[src/rtl/pulse_trigger_processor.sv]
// Pulse Trigger FIFO consumer: pops trigger info, waits for enabled channels, emits a 2-beat record.
// Optional WAIT_CHAN timeout is compiled in with `define PULSE_TRIG_PROC_TIMEOUT_EN.
module pulse_trigger_processor #(
  parameter logic [15:0] TIMEOUT_CYCLES = 16'd4095
) (
  input  logic         clk,
  input  logic         reset,
  input  logic         reset_trig_num,
  input  logic         readout_done,
  input  logic [4:0]   chan_en,
  input  logic         trig_fifo_valid,
  input  logic [127:0] trig_fifo_data,
  output logic         trig_fifo_ready,
  input  logic [4:0]   chan_done,
  output logic         info_valid,
  input  logic         info_ready,
  output logic [63:0]  info_data,
  output logic         info_last,
  output logic [4:0]   state,
  output logic [31:0]  seq_error_count,
  output logic [31:0]  timeout_count,
  output logic [23:0]  processed_count
);

  typedef enum logic [4:0] {
    StIdle     = 5'b00001,
    StWaitChan = 5'b00010,
    StSendHdr  = 5'b00100,
    StSendTail = 5'b01000,
    StDrain    = 5'b10000
  } state_e;

  state_e       state_q, state_d;
  logic [1:0]   len_q;
  logic [23:0]  num_q;
  logic [43:0]  ts_q;
  logic [4:0]   en_q;
  logic [4:0]   done_mask_q;
  logic         seq_err_q;
  logic         timeout_q;
  logic [23:0]  expected_num_q;
  logic [31:0]  seq_error_count_q;
  logic [23:0]  processed_count_q;
  logic [23:0]  tail_count_q;

  logic [1:0]   fifo_len;
  logic [23:0]  fifo_num;
  logic [43:0]  fifo_ts;
  logic         unused_fifo_bits;

  logic         pop;
  logic         num_mismatch;
  logic [4:0]   done_now;
  logic         all_done;
  logic         timeout_hit;
  logic [4:0]   missing;

  assign fifo_ts          = trig_fifo_data[43:0];
  assign fifo_num         = trig_fifo_data[67:44];
  assign fifo_len         = trig_fifo_data[69:68];
  assign unused_fifo_bits = ^trig_fifo_data[127:70];

  // Held low during reset so nothing is popped while the block is being cleared.
  assign trig_fifo_ready = state_q[0] & ~reset;
  assign pop             = trig_fifo_valid & trig_fifo_ready;
  assign num_mismatch    = (fifo_num != expected_num_q);
  assign done_now        = chan_done & en_q;
  assign all_done        = ((done_mask_q | done_now) == en_q);
  assign missing         = en_q & ~done_mask_q;

  assign state           = state_q;
  assign seq_error_count = seq_error_count_q;
  assign processed_count = processed_count_q;

`ifdef PULSE_TRIG_PROC_TIMEOUT_EN
  logic [15:0] timer_q;
  logic [31:0] timeout_count_q;

  // Completion in the timeout cycle wins, so the record goes out clean.
  assign timeout_hit   = (state_q == StWaitChan) && (timer_q == TIMEOUT_CYCLES) && !all_done;
  assign timeout_count = timeout_count_q;

  always_ff @(posedge clk) begin
    if (reset) begin
      timer_q         <= 16'd0;
      timeout_count_q <= 32'd0;
    end else begin
      if (pop) begin
        timer_q <= 16'd0;
      end else if (state_q == StWaitChan && timer_q != 16'hFFFF) begin
        timer_q <= timer_q + 16'd1;
      end
      if (timeout_hit && timeout_count_q != 32'hFFFF_FFFF) begin
        timeout_count_q <= timeout_count_q + 32'd1;
      end
    end
  end
`else
  logic unused_timeout_cfg;

  assign unused_timeout_cfg = ^TIMEOUT_CYCLES;
  assign timeout_hit        = 1'b0;
  assign timeout_count      = 32'd0;
`endif

  always_comb begin
    state_d = state_q;
    unique case (state_q)
      StIdle: begin
        if (pop) state_d = StWaitChan;
      end
      StWaitChan: begin
        if (all_done || timeout_hit) state_d = StSendHdr;
      end
      StSendHdr: begin
        if (info_ready) state_d = StSendTail;
      end
      StSendTail: begin
        if (info_ready) state_d = StIdle;
      end
      StDrain: state_d = StIdle;
      default: state_d = StIdle;
    endcase
  end

  always_comb begin
    info_valid = 1'b0;
    info_last  = 1'b0;
    info_data  = 64'd0;
    if (state_q == StSendHdr) begin
      info_valid = 1'b1;
      info_data  = {4'hA, len_q, en_q, missing, 4'h0, ts_q};
    end else if (state_q == StSendTail) begin
      info_valid = 1'b1;
      info_last  = 1'b1;
      info_data  = {seq_err_q, timeout_q, 14'd0, num_q, tail_count_q};
    end
  end

  always_ff @(posedge clk) begin
    if (reset) begin
      state_q           <= StIdle;
      len_q             <= 2'd0;
      num_q             <= 24'd0;
      ts_q              <= 44'd0;
      en_q              <= 5'd0;
      done_mask_q       <= 5'd0;
      seq_err_q         <= 1'b0;
      timeout_q         <= 1'b0;
      expected_num_q    <= 24'd1;
      seq_error_count_q <= 32'd0;
      processed_count_q <= 24'd0;
      tail_count_q      <= 24'd0;
    end else begin
      state_q <= state_d;

      if (pop) begin
        len_q       <= fifo_len;
        num_q       <= fifo_num;
        ts_q        <= fifo_ts;
        en_q        <= chan_en;
        seq_err_q   <= num_mismatch;
        timeout_q   <= 1'b0;
        done_mask_q <= 5'd0;
      end else if (state_q == StWaitChan) begin
        done_mask_q <= done_mask_q | done_now;
        if (timeout_hit) timeout_q <= 1'b1;
      end

      // A sequence reset outranks the pop update; the pop was already checked above.
      if (reset_trig_num || readout_done) begin
        expected_num_q <= 24'd1;
      end else if (pop) begin
        expected_num_q <= fifo_num + 24'd1;
      end

      if (pop && num_mismatch && seq_error_count_q != 32'hFFFF_FFFF) begin
        seq_error_count_q <= seq_error_count_q + 32'd1;
      end

      // Snapshot keeps the tail beat stable even if readout_done lands during a stall.
      if (state_q == StSendHdr && info_ready) begin
        tail_count_q <= processed_count_q;
      end

      if (readout_done) begin
        processed_count_q <= 24'd0;
      end else if (state_q == StSendTail && info_ready) begin
        processed_count_q <= processed_count_q + 24'd1;
      end
    end
  end

endmodule

[config.mk]
export PLATFORM = sky130hd
export DESIGN_NAME = pulse_trigger_processor
export DESIGN_NICKNAME = d
export VERILOG_FILES = /design/src/rtl/pulse_trigger_processor.sv
export SDC_FILE = /design/constraint.sdc
export NUM_CORES = 1
export LEC_CHECK = 0
export BUFFER_PORTS_ARGS = -buffer_cell sky130_fd_sc_hd__buf_4
export CORE_ASPECT_RATIO = 1.75
export CORE_MARGIN = 1.5
export CORE_UTILIZATION = 57
export CTS_BUF_LIST = sky130_fd_sc_hd__clkbuf_2 sky130_fd_sc_hd__clkbuf_4 sky130_fd_sc_hd__clkbuf_8
export DETAILED_ROUTE_END_ITERATION = 8
export GPL_ROUTABILITY_DRIVEN = 1
export HOLD_SLACK_MARGIN = 0.03
export PLACE_DENSITY = 0.95
export SKIP_CTS_REPAIR_TIMING = 1
export SYNTH_ARGS = -nofsm -noshare
export SYNTH_HDL_FRONTEND = slang
export SYNTH_SLANG_ARGS = --single-unit
export TNS_END_PERCENT = 100
[constraint.sdc]
create_clock -name clk -period 3.5 [get_ports clk]
set_input_delay 0.35 -clock clk [delete_from_list [all_inputs] [get_ports clk]]
set_output_delay 0.35 -clock clk [all_outputs]
set_load 0.02 [all_outputs]
==> results.yml <==
final_layout:
  nFillCells: 1179
  mostFrequentLayoutCells: "228 x nand2_1, 219 x buf_4, 189 x dfxtp_1"
  finish.utilization_pct: 70.2
  finalNetCount: 1415
  multi_input_area_um2: 4730
  antenna_cells: 0
  layout_commonest_cell: "nand2_1"
  register_area_um2: 3780
  final_layout_size_suffix_gt1_share_pct: 22.0
  syn_to_final_growth_pct: 19.7
timing:
  slew_headroom_pct: 37.9
  rsz0062_at_grt: "false"
  report.final.setup_viol: 0
  skew_ns: 0.0240
  worstMarginPinSlew_ns: 0.930
  drv_slew: 0
  hold_viol: 0
  min_period_ns: 2.78
  setup_tns_ns: 0
  fmax_ghz: 0.360
  period_share_pct: 79.5
worst_hold_path:
  holdPathStages: 3
  hold_path.class: "in2reg"
detailed_routing:
  first_pass_iters: 7
  drt_iter0_markers: 482
  vias_per_cell: 5.86
  drt-total-wl_um: 24500
  postRouteAntennaNets: 0
  route.detailed.drc: 0
  wl_per_cell_um: 16.7
  vias: 8595
synth:
  syn_area_per_cell_um2: 8.17
  syn_inst: 1110
  synthDistinctLibCells: 69
  yosys_warnings: 0
  ys_seq_area_share_pct: 41.7
  synth-edff-count: 0
  synth-seq-cells: 189
  synthesis.area_um2: 9070
  ys.flop_type: "dfxtp_1"
  async_flop_share_pct: 0
clock_tree:
  clk_latency_ns: 0.46
  root_buffer: "clkbuf_8"
  cts_tree: "done"
  clk_pin_slew_ns: 0.10
  cts_inserted_buffers: 17
  h-tree-depth: 4
  clock_path_buffers: 2
  cts.sinks: 189
global_routing:
  track_usage_pct: 28.4
  grt_pass1_wl_um: 38800
  overflow: 0
  antenna_found_initial: 0
  grt_pass1_vias: 8179
  grt_max_degree: 134
placement:
  place.gp.congestion: 0.875
  port_buffers: 210
  hpwlAfterDp_um: 17400
setup_path:
  cp_slowest_cell: "nor2_4"
  slowest_delay_ns: 0.54
  path_cells: "nor2_1 > nand2_1 > nor2_4 > buf_4 > a22o_1 > buf_4"
  crit_arrival_ns: 2.43
  worst-r2r-cell-count: 7
  critPathKind: "reg2out"
  required_ns: 3.15
  worstSetupEndpointType: "output pin"
  cp_common_cell: "buf_4"
  critPathLaunchType: "flip-flop"
  critPathMaxFanout: 27
status:
  status: "complete, no violations"
power_and_ir_drop:
  p_leak_nw: 4.36
  ir_worst_vdd_mv: 0.283
  p_per_area_nw_per_um2: 387
die:
  num_io_pins: 304
  die_h_um: 170
  coreArea_um2: 15500
  die-area_um2: 16700
  num_rows: 60
  die_w_um: 98.3
  initial_core_util_pct: 58.6
job:
  maxCapViolations: 0
## where the power goes
part | internal (mW) | total [mW] | switching, mW
logic | 0.147 | 0.393 | 0.246
registers | 2.24 | 2.29 | 0.0574
clock network | 0.727 | 1.52 | 0.791
## worst paths after layout
check | start | endpoint | slack [ns]
setup reg to reg | seq_error_count[0]$_SDFFE_PP0P_ | seq_error_count[12]$_SDFFE_PP0P_ | 0.94
setup / recovery | state[0]$_SDFFE_PP1P_ | info_data[28] | 0.72
hold reg to reg | ts_q[40]$_SDFFE_PP0P_ | ts_q[40]$_SDFFE_PP0P_ | 0.46
hold / removal | trig_fifo_data[8] | ts_q[8]$_SDFFE_PP0P_ | 0.08
## routing by layer
metal / up-vias / GRT usage [%] / share of wire [%]
li1: 4094 / - / -
met1: 4044 / 31.2 / 37
met2: 366 / 50.0 / 52
met3: 91 / 5.17 / 6.3
met4: 0 / 17.5 / 5.0
met5: - / 0 / 0
## Yosys cell counts, types with 2 or more instances
library cell	instances	area share (%)
nor4b_2	2	0.33
mux2_4	4	0.66
nor2_1	60	2.5
and2_1	16	1.1
a22o_1	44	4.3
a211oi_1	15	1.2
clkbuf_1	42	1.7
o31ai_1	10	0.83
and4_1	9	0.87
buf_6	4	0.50
ha_1	3	0.41
nor4_1	9	0.62
o21ai_0	99	5.5
o21a_1	3	0.25
clkbuf_8	3	0.46
dfxtp_1	189	42
xnor2_1	23	2.2
or3_1	22	1.5
buf_1	6	0.25
nand2b_1	2	0.14
nand3_1	34	1.9
buf_4	40	3.3
nor3_2	2	0.22
a21oi_1	62	3.4
or4_1	7	0.58
o311ai_0	3	0.29
nand3_2	2	0.22
xor2_1	42	4.1
nand2_1	228	9.4
a31oi_1	6	0.41
nor2b_1	12	0.83
or2_2	2	0.14
nand4_1	25	1.7
and3_1	12	0.83
nor4_4	2	0.47
inv_1	8	0.33
buf_2	19	1.0
nor3_1	8	0.44
## final cells by class
type	count	share of cell area [%]
multi-input combinational	831	43.6
sequential	189	34.9
timing repair buffer	220	15.3
clock buffer	19	2.29
tap	186	2.14
clock inverter	12	1.48
inverter	9	0.311
## worst max-delay path, delay by kind of cell, from the launching register on
family          cells  cell delay [ns]
flops               1             0.40
buf+inv             2             0.52
simple gates        3             0.83
compound gates      1             0.22
## logic make-up (layout without fill, tap and decap cells)
logic type               Yosys count  in the layout  synth area share [%]
AND/OR/NAND/NOR                  470            470                  25.8
AO/OA/AOI/OAI                    251            251                  17.0
flip-flops                       189            189                  41.7
buffers and inverters            124            260                  7.73
XOR/XNOR                          65             65                  6.28
multiplexers                       7              7                  1.02
adder cells (fa/ha/maj)            3              3                 0.414
other                              1             35                0.0414
## state kept, by name, indices dropped and copies added (netlist names)
register	count
num_q	24
done_mask_q	5
state	4
expected_num_q	24
seq_err_q	1
en_q	5
ts_q	44
processed_count	24
tail_count_q	24
seq_error_count	32
len_q	2
## through the flow
| stage | power [mW] | cell area, um2 | cells | worst slack, ns | hold slack, ns |
|---|---|---|---|---|---|
| floorplan | 2.60 | 9190 | 1144 | 1.25 | 0.431 |
| global route | 4.35 | 10900 | 1466 | 0.569 | 0.0820 |
| detailed placement | 2.73 | 10400 | 1435 | 1.00 | 0.450 |
| global placement | 2.71 | 10400 | 1435 | 1.03 | 0.439 |
| finish | 4.20 | 10900 | 1466 | 0.719 | 0.0795 |
| CTS | 4.22 | 10900 | 1466 | 0.699 | 0.0610 |
(Power assumes the default switching activity.)
